==> config.mk <==
export PLATFORM = sky130hd
export DESIGN_NAME = mac_err_monitor
export DESIGN_NICKNAME = d
export VERILOG_FILES = /design/src/rtl/mac_err_monitor.sv
export SDC_FILE = /design/constraint.sdc
export NUM_CORES = 1
export LEC_CHECK = 0
export CAP_MARGIN = 20
export CORE_MARGIN = 8
export CORE_UTILIZATION = 45
export CTS_CLUSTER_DIAMETER = 40
export DETAILED_ROUTE_END_ITERATION = 7
export PLACE_DENSITY = 0.67
export REMOVE_ABC_BUFFERS = 1
export SYNTH_ARGS = -nofsm -noshare
export SYNTH_HDL_FRONTEND = slang
export SYNTH_SLANG_ARGS = --single-unit
==> constraint.sdc <==
create_clock -name clk -period 3.74 [get_ports clk]
set_input_delay 0.748 -clock clk [delete_from_list [all_inputs] [get_ports clk]]
set_output_delay 0.748 -clock clk [all_outputs]
set_load 0.01 [all_outputs]
==> src/rtl/mac_err_monitor.sv <==
// mac_err_monitor: windowed error statistics for an approximate MAC.
// Each accepted sample is an (approx, exact) result pair. Stage 1 registers
// the signed difference and its magnitude. Stage 2 folds them into saturating
// sums, a running maximum and a nonzero-error count. When the WIN-th sample
// has drained through stage 2, a one-cycle done pulse is raised, and
// res_valid is held until the next start.
//
//   state   | meaning
//   --------+-----------------------------------------------------------
//   S_IDLE  | after reset, no window opened yet; in_valid ignored
//   S_RUN   | window open, accepting samples until the WIN-th accept
//   S_DRAIN | last sample sits in stage 1, folded into stats this cycle
//   S_DONE  | statistics final (res_valid=1); waits for next start
module mac_err_monitor #(
    parameter int DATA_W = 16,
    parameter int WIN    = 256,
    parameter int SUM_W  = 32,
    localparam int CNT_W = $clog2(WIN + 1)
) (
    input  logic              clk,
    input  logic              aclr_n,
    input  logic              start,
    input  logic              in_valid,
    input  logic [DATA_W-1:0] approx,
    input  logic [DATA_W-1:0] exact,
    output logic              busy,
    output logic              done,
    output logic              res_valid,
    output logic [SUM_W-1:0]  sum_abs,
    output logic [SUM_W-1:0]  bias_sum,
    output logic [DATA_W-1:0] max_err,
    output logic [CNT_W-1:0]  nz_cnt
);

    typedef enum logic [1:0] {
        S_IDLE  = 2'd0,
        S_RUN   = 2'd1,
        S_DRAIN = 2'd2,
        S_DONE  = 2'd3
    } state_t;

    state_t state;
    state_t state_nxt;

    logic                     accept;
    logic                     last_accept;
    logic [CNT_W-1:0]         sample_cnt;

    logic signed [DATA_W:0]   diff_c;
    logic [DATA_W-1:0]        abs_c;

    logic                     s1_valid;
    logic [DATA_W-1:0]        s1_abs;
    logic [DATA_W:0]          s1_diff;

    logic [SUM_W:0]           sum_ext;
    logic [SUM_W-1:0]         sum_nxt;
    logic [SUM_W:0]           bias_ext;
    logic [SUM_W-1:0]         bias_nxt;
    logic [DATA_W-1:0]        max_nxt;
    logic [CNT_W-1:0]         nz_nxt;

    // A sample in the start cycle is dropped: start takes priority over data.
    assign accept      = in_valid && (state == S_RUN) && !start;
    assign last_accept = accept && (sample_cnt == CNT_W'(WIN - 1));
    assign busy        = (state == S_RUN) || (state == S_DRAIN);

    // State register.
    always_ff @(posedge clk or negedge aclr_n) begin
        if (!aclr_n) begin
            state <= S_IDLE;
        end else begin
            state <= state_nxt;
        end
    end

    // Next-state logic; start re-opens a window from any state.
    always_comb begin
        state_nxt = state;
        if (start) begin
            state_nxt = S_RUN;
        end else begin
            case (state)
                S_IDLE:  state_nxt = S_IDLE;
                S_RUN:   if (last_accept) state_nxt = S_DRAIN;
                S_DRAIN: state_nxt = S_DONE;
                S_DONE:  state_nxt = S_DONE;
                default: state_nxt = S_IDLE;
            endcase
        end
    end

    // Difference is one bit wider than the operands, so its magnitude
    // always fits back into DATA_W bits.
    always_comb begin
        diff_c = $signed({1'b0, approx}) - $signed({1'b0, exact});
        abs_c  = diff_c[DATA_W] ? DATA_W'(-diff_c) : DATA_W'(diff_c);
    end

    // Stage 1: capture the difference of an accepted sample and count it.
    always_ff @(posedge clk or negedge aclr_n) begin
        if (!aclr_n) begin
            s1_valid   <= 1'b0;
            s1_abs     <= '0;
            s1_diff    <= '0;
            sample_cnt <= '0;
        end else if (start) begin
            s1_valid   <= 1'b0;
            s1_abs     <= '0;
            s1_diff    <= '0;
            sample_cnt <= '0;
        end else begin
            s1_valid <= accept;
            if (accept) begin
                s1_abs     <= abs_c;
                s1_diff    <= diff_c;
                sample_cnt <= sample_cnt + CNT_W'(1);
            end
        end
    end

    // Stage 2 arithmetic: sums carry one guard bit to detect overflow, and
    // clamp instead of wrapping.
    always_comb begin
        sum_ext = {1'b0, sum_abs} + {{(SUM_W + 1 - DATA_W){1'b0}}, s1_abs};
        sum_nxt = sum_ext[SUM_W] ? {SUM_W{1'b1}} : sum_ext[SUM_W-1:0];

        bias_ext = {bias_sum[SUM_W-1], bias_sum}
                 + {{(SUM_W - DATA_W){s1_diff[DATA_W]}}, s1_diff};
        if (bias_ext[SUM_W] != bias_ext[SUM_W-1]) begin
            bias_nxt = bias_ext[SUM_W] ? {1'b1, {(SUM_W - 1){1'b0}}}
                                       : {1'b0, {(SUM_W - 1){1'b1}}};
        end else begin
            bias_nxt = bias_ext[SUM_W-1:0];
        end

        max_nxt = (s1_abs > max_err) ? s1_abs : max_err;
        nz_nxt  = nz_cnt + CNT_W'(s1_abs != '0);
    end

    // Stage 2 registers: live statistics, cleared by start.
    always_ff @(posedge clk or negedge aclr_n) begin
        if (!aclr_n) begin
            sum_abs  <= '0;
            bias_sum <= '0;
            max_err  <= '0;
            nz_cnt   <= '0;
        end else if (start) begin
            sum_abs  <= '0;
            bias_sum <= '0;
            max_err  <= '0;
            nz_cnt   <= '0;
        end else if (s1_valid) begin
            sum_abs  <= sum_nxt;
            bias_sum <= bias_nxt;
            max_err  <= max_nxt;
            nz_cnt   <= nz_nxt;
        end
    end

    // Completion flags: registered on DRAIN so they rise with DONE entry,
    // the same edge that commits the last sample's statistics.
    always_ff @(posedge clk or negedge aclr_n) begin
        if (!aclr_n) begin
            done      <= 1'b0;
            res_valid <= 1'b0;
        end else if (start) begin
            done      <= 1'b0;
            res_valid <= 1'b0;
        end else begin
            done <= (state == S_DRAIN);
            if (state == S_DRAIN) begin
                res_valid <= 1'b1;
            end
        end
    end

endmodule
==> summary.txt <==
Vias -> 8,526
Crit start category -> input port
Port-buffer cells -> 127
Placeable core region -> 21,600 sq um
Fin crit period -> 3500 ps
Initial antenna violation count -> 0
Final net count -> 1,342
Maximum resistive drop on vdd -> 0.324 mV
Buffer cell driving the clock tree root -> sky130_fd_sc_hd__clkbuf_16
Crit-path max FO -> 6
Starting Density -> 45.2%
Number of buffers added for setup after CTS -> 0
Kind of end point of the critical path -> flop
Clk_skew -> 9.08 ps
Fraction of layout instances using a drive strength above 1 -> 7.98%
Number of placed I/O pins -> 128
Number of remaining DRC errors -> 0
Top flip-flop cell by instance count after synthesis -> sky130_fd_sc_hd__dfrtp_1
Final Hold Violating Endpoints -> 0
Num rows -> 54
Number of maximum-capacitance constraint violations -> 0
ANT cells -> 0
Die Area -> 26,600 sq um
Post-Syn Area per Cell -> 9.04 sq um
Slew at the pin closest to its max-slew limit -> 963 ps
Source of the worst register-to-register timing path -> s1_abs[0]$_DFFE_PN0P_
Clk slew on worst S/H paths -> 60 ps
Cell Chain, Critical Path -> clkdlybuf4s50_1 > ha_1 > inv_1 > fa_1 > a21o_1 > a221oi_2 > a21oi_2 > or4_1 > nand4_1 > nor3_2 > a31o_2 > xnor2_1 > a211oi_1
Number of hold buffers added after CTS -> 0
Distinct cell type count after synthesis -> 67
CP max-delay cell -> sky130_fd_sc_hd__clkdlybuf4s50_1
Category of the most critical setup path -> in -> reg
Placement Setup Slack -> -194 ps
Via-to-Cell Ratio -> 5.65
Unrepaired setup endpoints after global routing -> no
Final number of max-transition violations -> 0
Number of flops mapped to enable cells by yosys -> 0
Pin count of the biggest net entering global routing -> 69
Signal arrival time at the worst endpoint -> 3820 ps
Number of global-route vias before repair -> 8,265
Number of iterations in the first detailed-routing pass -> 5
Max Clk Rate -> 0.286 GHz
Slew HR -> 35.6%
Cts bufs inserted -> 17
Total wire length -> 25,000 microns
Commonest non-fill, non-tap cell in the layout -> sky130_fd_sc_hd__dfrtp_1
Total power density per cell area -> 521 nW/um^2
Placed Area -> 11,500 sq um
Total power -> 6.30 mW
Layout area overhead -> 24.3%
Synth async-reset ratio -> 100%
Iter 0 DRT Violations -> 584
Kind of cell with the highest combined delay on the critical path -> compound AO/OA/AOI/OAI gates
Commonest cells after routing, fill and taps aside -> sky130_fd_sc_hd__dfrtp_1 (135), sky130_fd_sc_hd__clkdlybuf4s50_1 (125), sky130_fd_sc_hd__nor2_1 (107)
Final setup violation count -> 0
Bufs and invs on worst path -> 2
Post-Syn Instances -> 1,077
Worst R2R End -> bias_sum[9]$_DFFE_PN0P_
Worst-Skew Late Latency -> 420 ps
Global route total overflow -> 0
Synthesis Warnings -> 0
Worst min path class -> in -> async
Summed instance area of the synthesized netlist -> 9730 sq um
Global Route Usage Sum -> 18.9%
Data required time of the critical path -> 4070 ps
Routed wire length per instance -> 16.6 microns
R2R cell count -> 11
Detailed-placement wirelength estimate -> 18,600 microns
Clock tree buffer depth -> 2
Result of the run -> finished clean
Post-cts resize count -> 0
Post-layout util -> 56.1%
Deepest level of the CTS H-tree -> 4
Post-synthesis sequential area ratio -> 34.7%
Slack of the worst reg-to-reg path -> 260 ps
Largest stage delay, worst path -> 460 ps
Setup ws final -> 244 ps
Leakage power of the design -> 5.55 nW
Clock net sink count -> 135
Placer's final routability congestion estimate -> 0.842
Routed Antenna Nets -> 0
Ratio of final minimum period to clock period -> 93.5%
Cell area after layout -> 12,100 sq um
CTS tree -> done
First-pass GRT wire length -> 41,500 microns
Horizontal die dimension -> 163 microns
Die Height -> 163 microns
Register bit count reported by yosys -> 135
-- metal layers --
layer,part of all wire (%),track usage (%),up-vias
met4,1.2,5.59,0
li1,-,-,4221
met2,47,31.0,177
met1,48,25.4,4104
met5,0,0,-
met3,4.0,2.92,24
-- cell usage after synthesis, types with 3 or more instances --
master	n	area share (%)
sky130_fd_sc_hd__buf_2	6	0.31
sky130_fd_sc_hd__or2_2	5	0.32
sky130_fd_sc_hd__ha_1	88	11
sky130_fd_sc_hd__nand2b_1	39	2.5
sky130_fd_sc_hd__a21o_1	33	2.5
sky130_fd_sc_hd__xor2_1	32	2.9
sky130_fd_sc_hd__a41oi_1	3	0.27
sky130_fd_sc_hd__nor4_1	6	0.39
sky130_fd_sc_hd__a31oi_1	13	0.84
sky130_fd_sc_hd__xnor2_1	47	4.2
sky130_fd_sc_hd__a211oi_1	22	1.7
sky130_fd_sc_hd__o21a_1	13	1.0
sky130_fd_sc_hd__inv_1	56	2.2
sky130_fd_sc_hd__a31o_2	4	0.36
sky130_fd_sc_hd__o211ai_1	10	0.77
sky130_fd_sc_hd__nor2b_1	7	0.45
sky130_fd_sc_hd__nand4_1	21	1.3
sky130_fd_sc_hd__a22o_1	3	0.27
sky130_fd_sc_hd__a211o_1	3	0.27
sky130_fd_sc_hd__nor2_1	108	4.2
sky130_fd_sc_hd__clkbuf_1	34	1.3
sky130_fd_sc_hd__o2111ai_1	3	0.27
sky130_fd_sc_hd__and2_1	12	0.77
sky130_fd_sc_hd__nor3_1	10	0.51
sky130_fd_sc_hd__a21oi_1	76	3.9
sky130_fd_sc_hd__buf_1	6	0.23
sky130_fd_sc_hd__nand3_1	16	0.82
sky130_fd_sc_hd__fa_1	3	0.62
sky130_fd_sc_hd__or3_1	10	0.64
sky130_fd_sc_hd__a221o_1	29	3.0
sky130_fd_sc_hd__a21boi_0	3	0.23
sky130_fd_sc_hd__o21bai_1	7	0.54
sky130_fd_sc_hd__and3_1	19	1.2
sky130_fd_sc_hd__a311oi_1	19	1.7
sky130_fd_sc_hd__o21ai_0	33	1.7
sky130_fd_sc_hd__o31ai_1	4	0.31
sky130_fd_sc_hd__mux2i_1	24	2.5
sky130_fd_sc_hd__nand2_1	77	3.0
sky130_fd_sc_hd__dfrtp_1	135	35
-- how the worst max path moves through the flow --
stage	from	to	slack, ps	cells after the start
after floorplan	approx[0]	s1_abs[14]$_DFFE_PN0P_	380	13
after global placement	exact[0]	s1_abs[14]$_DFFE_PN0P_	-100	13
after detailed placement	exact[0]	s1_abs[14]$_DFFE_PN0P_	-190	13
after CTS	exact[0]	s1_abs[14]$_DFFE_PN0P_	250	13
after global routing	approx[0]	s1_abs[14]$_DFFE_PN0P_	40	14
final	exact[0]	s1_abs[14]$_DFFE_PN0P_	240	13
-- worst register-to-register path: cells and delay by family (launching register included) --
kind	cells	cell delay, ps
compound gates	7	1600
fa+ha+maj	2	700
flops	1	460
mux	1	290
simple gates	1	310
-- state kept, by name, indices dropped and copies added (netlist names), 2 cells and up --
name        cells
s1_abs         16
bias_sum       32
nz_cnt          9
max_err        16
s1_diff        16
state           2
sum_abs        32
sample_cnt      9
-- per-stage QoR --
stage               std cells  setup TNS, ps  hold WS, ps
floorplan                1029              0          452
global placement         1475           -354          478
detailed placement       1475           -673          501
CTS                      1507              0          249
global route             1508              0          267
finish                   1508              0          243
-- cell type report --
class                   instances  area (sq um)
inverters                      56           210
flip-flops and latches        135          3380
repair buffers                167          1580
fillers                      1968          9450
multi-input cells             838          5950
clock inverters                14           200
well taps                     280           350
clock buffers                  18           429
-- report_power, final --
| group | total, mW | leakage (nW) | internal (mW) | switching, mW |
|---|---|---|---|---|
| clock network | 1.79 | 0.297 | 1.12 | 0.670 |
| registers | 1.96 | 1.85 | 1.69 | 0.275 |
| logic | 2.55 | 3.40 | 1.19 | 1.35 |
-- cells by family (layout without fill, tap and decap cells) --
group           count (synthesis)  count (layout)  synth area share [%]
fa+ha+maj                      91              91                  11.9
simple gates                  340             340                  17.1
compound gates                303             303                  22.3
flops                         135             135                  34.7
xor+xnor                       79              79                  7.11
mux                            25              25                  2.62
buf+inv                       104             255                  4.24
No activity file was read; power rests on OpenSTA's default activity.
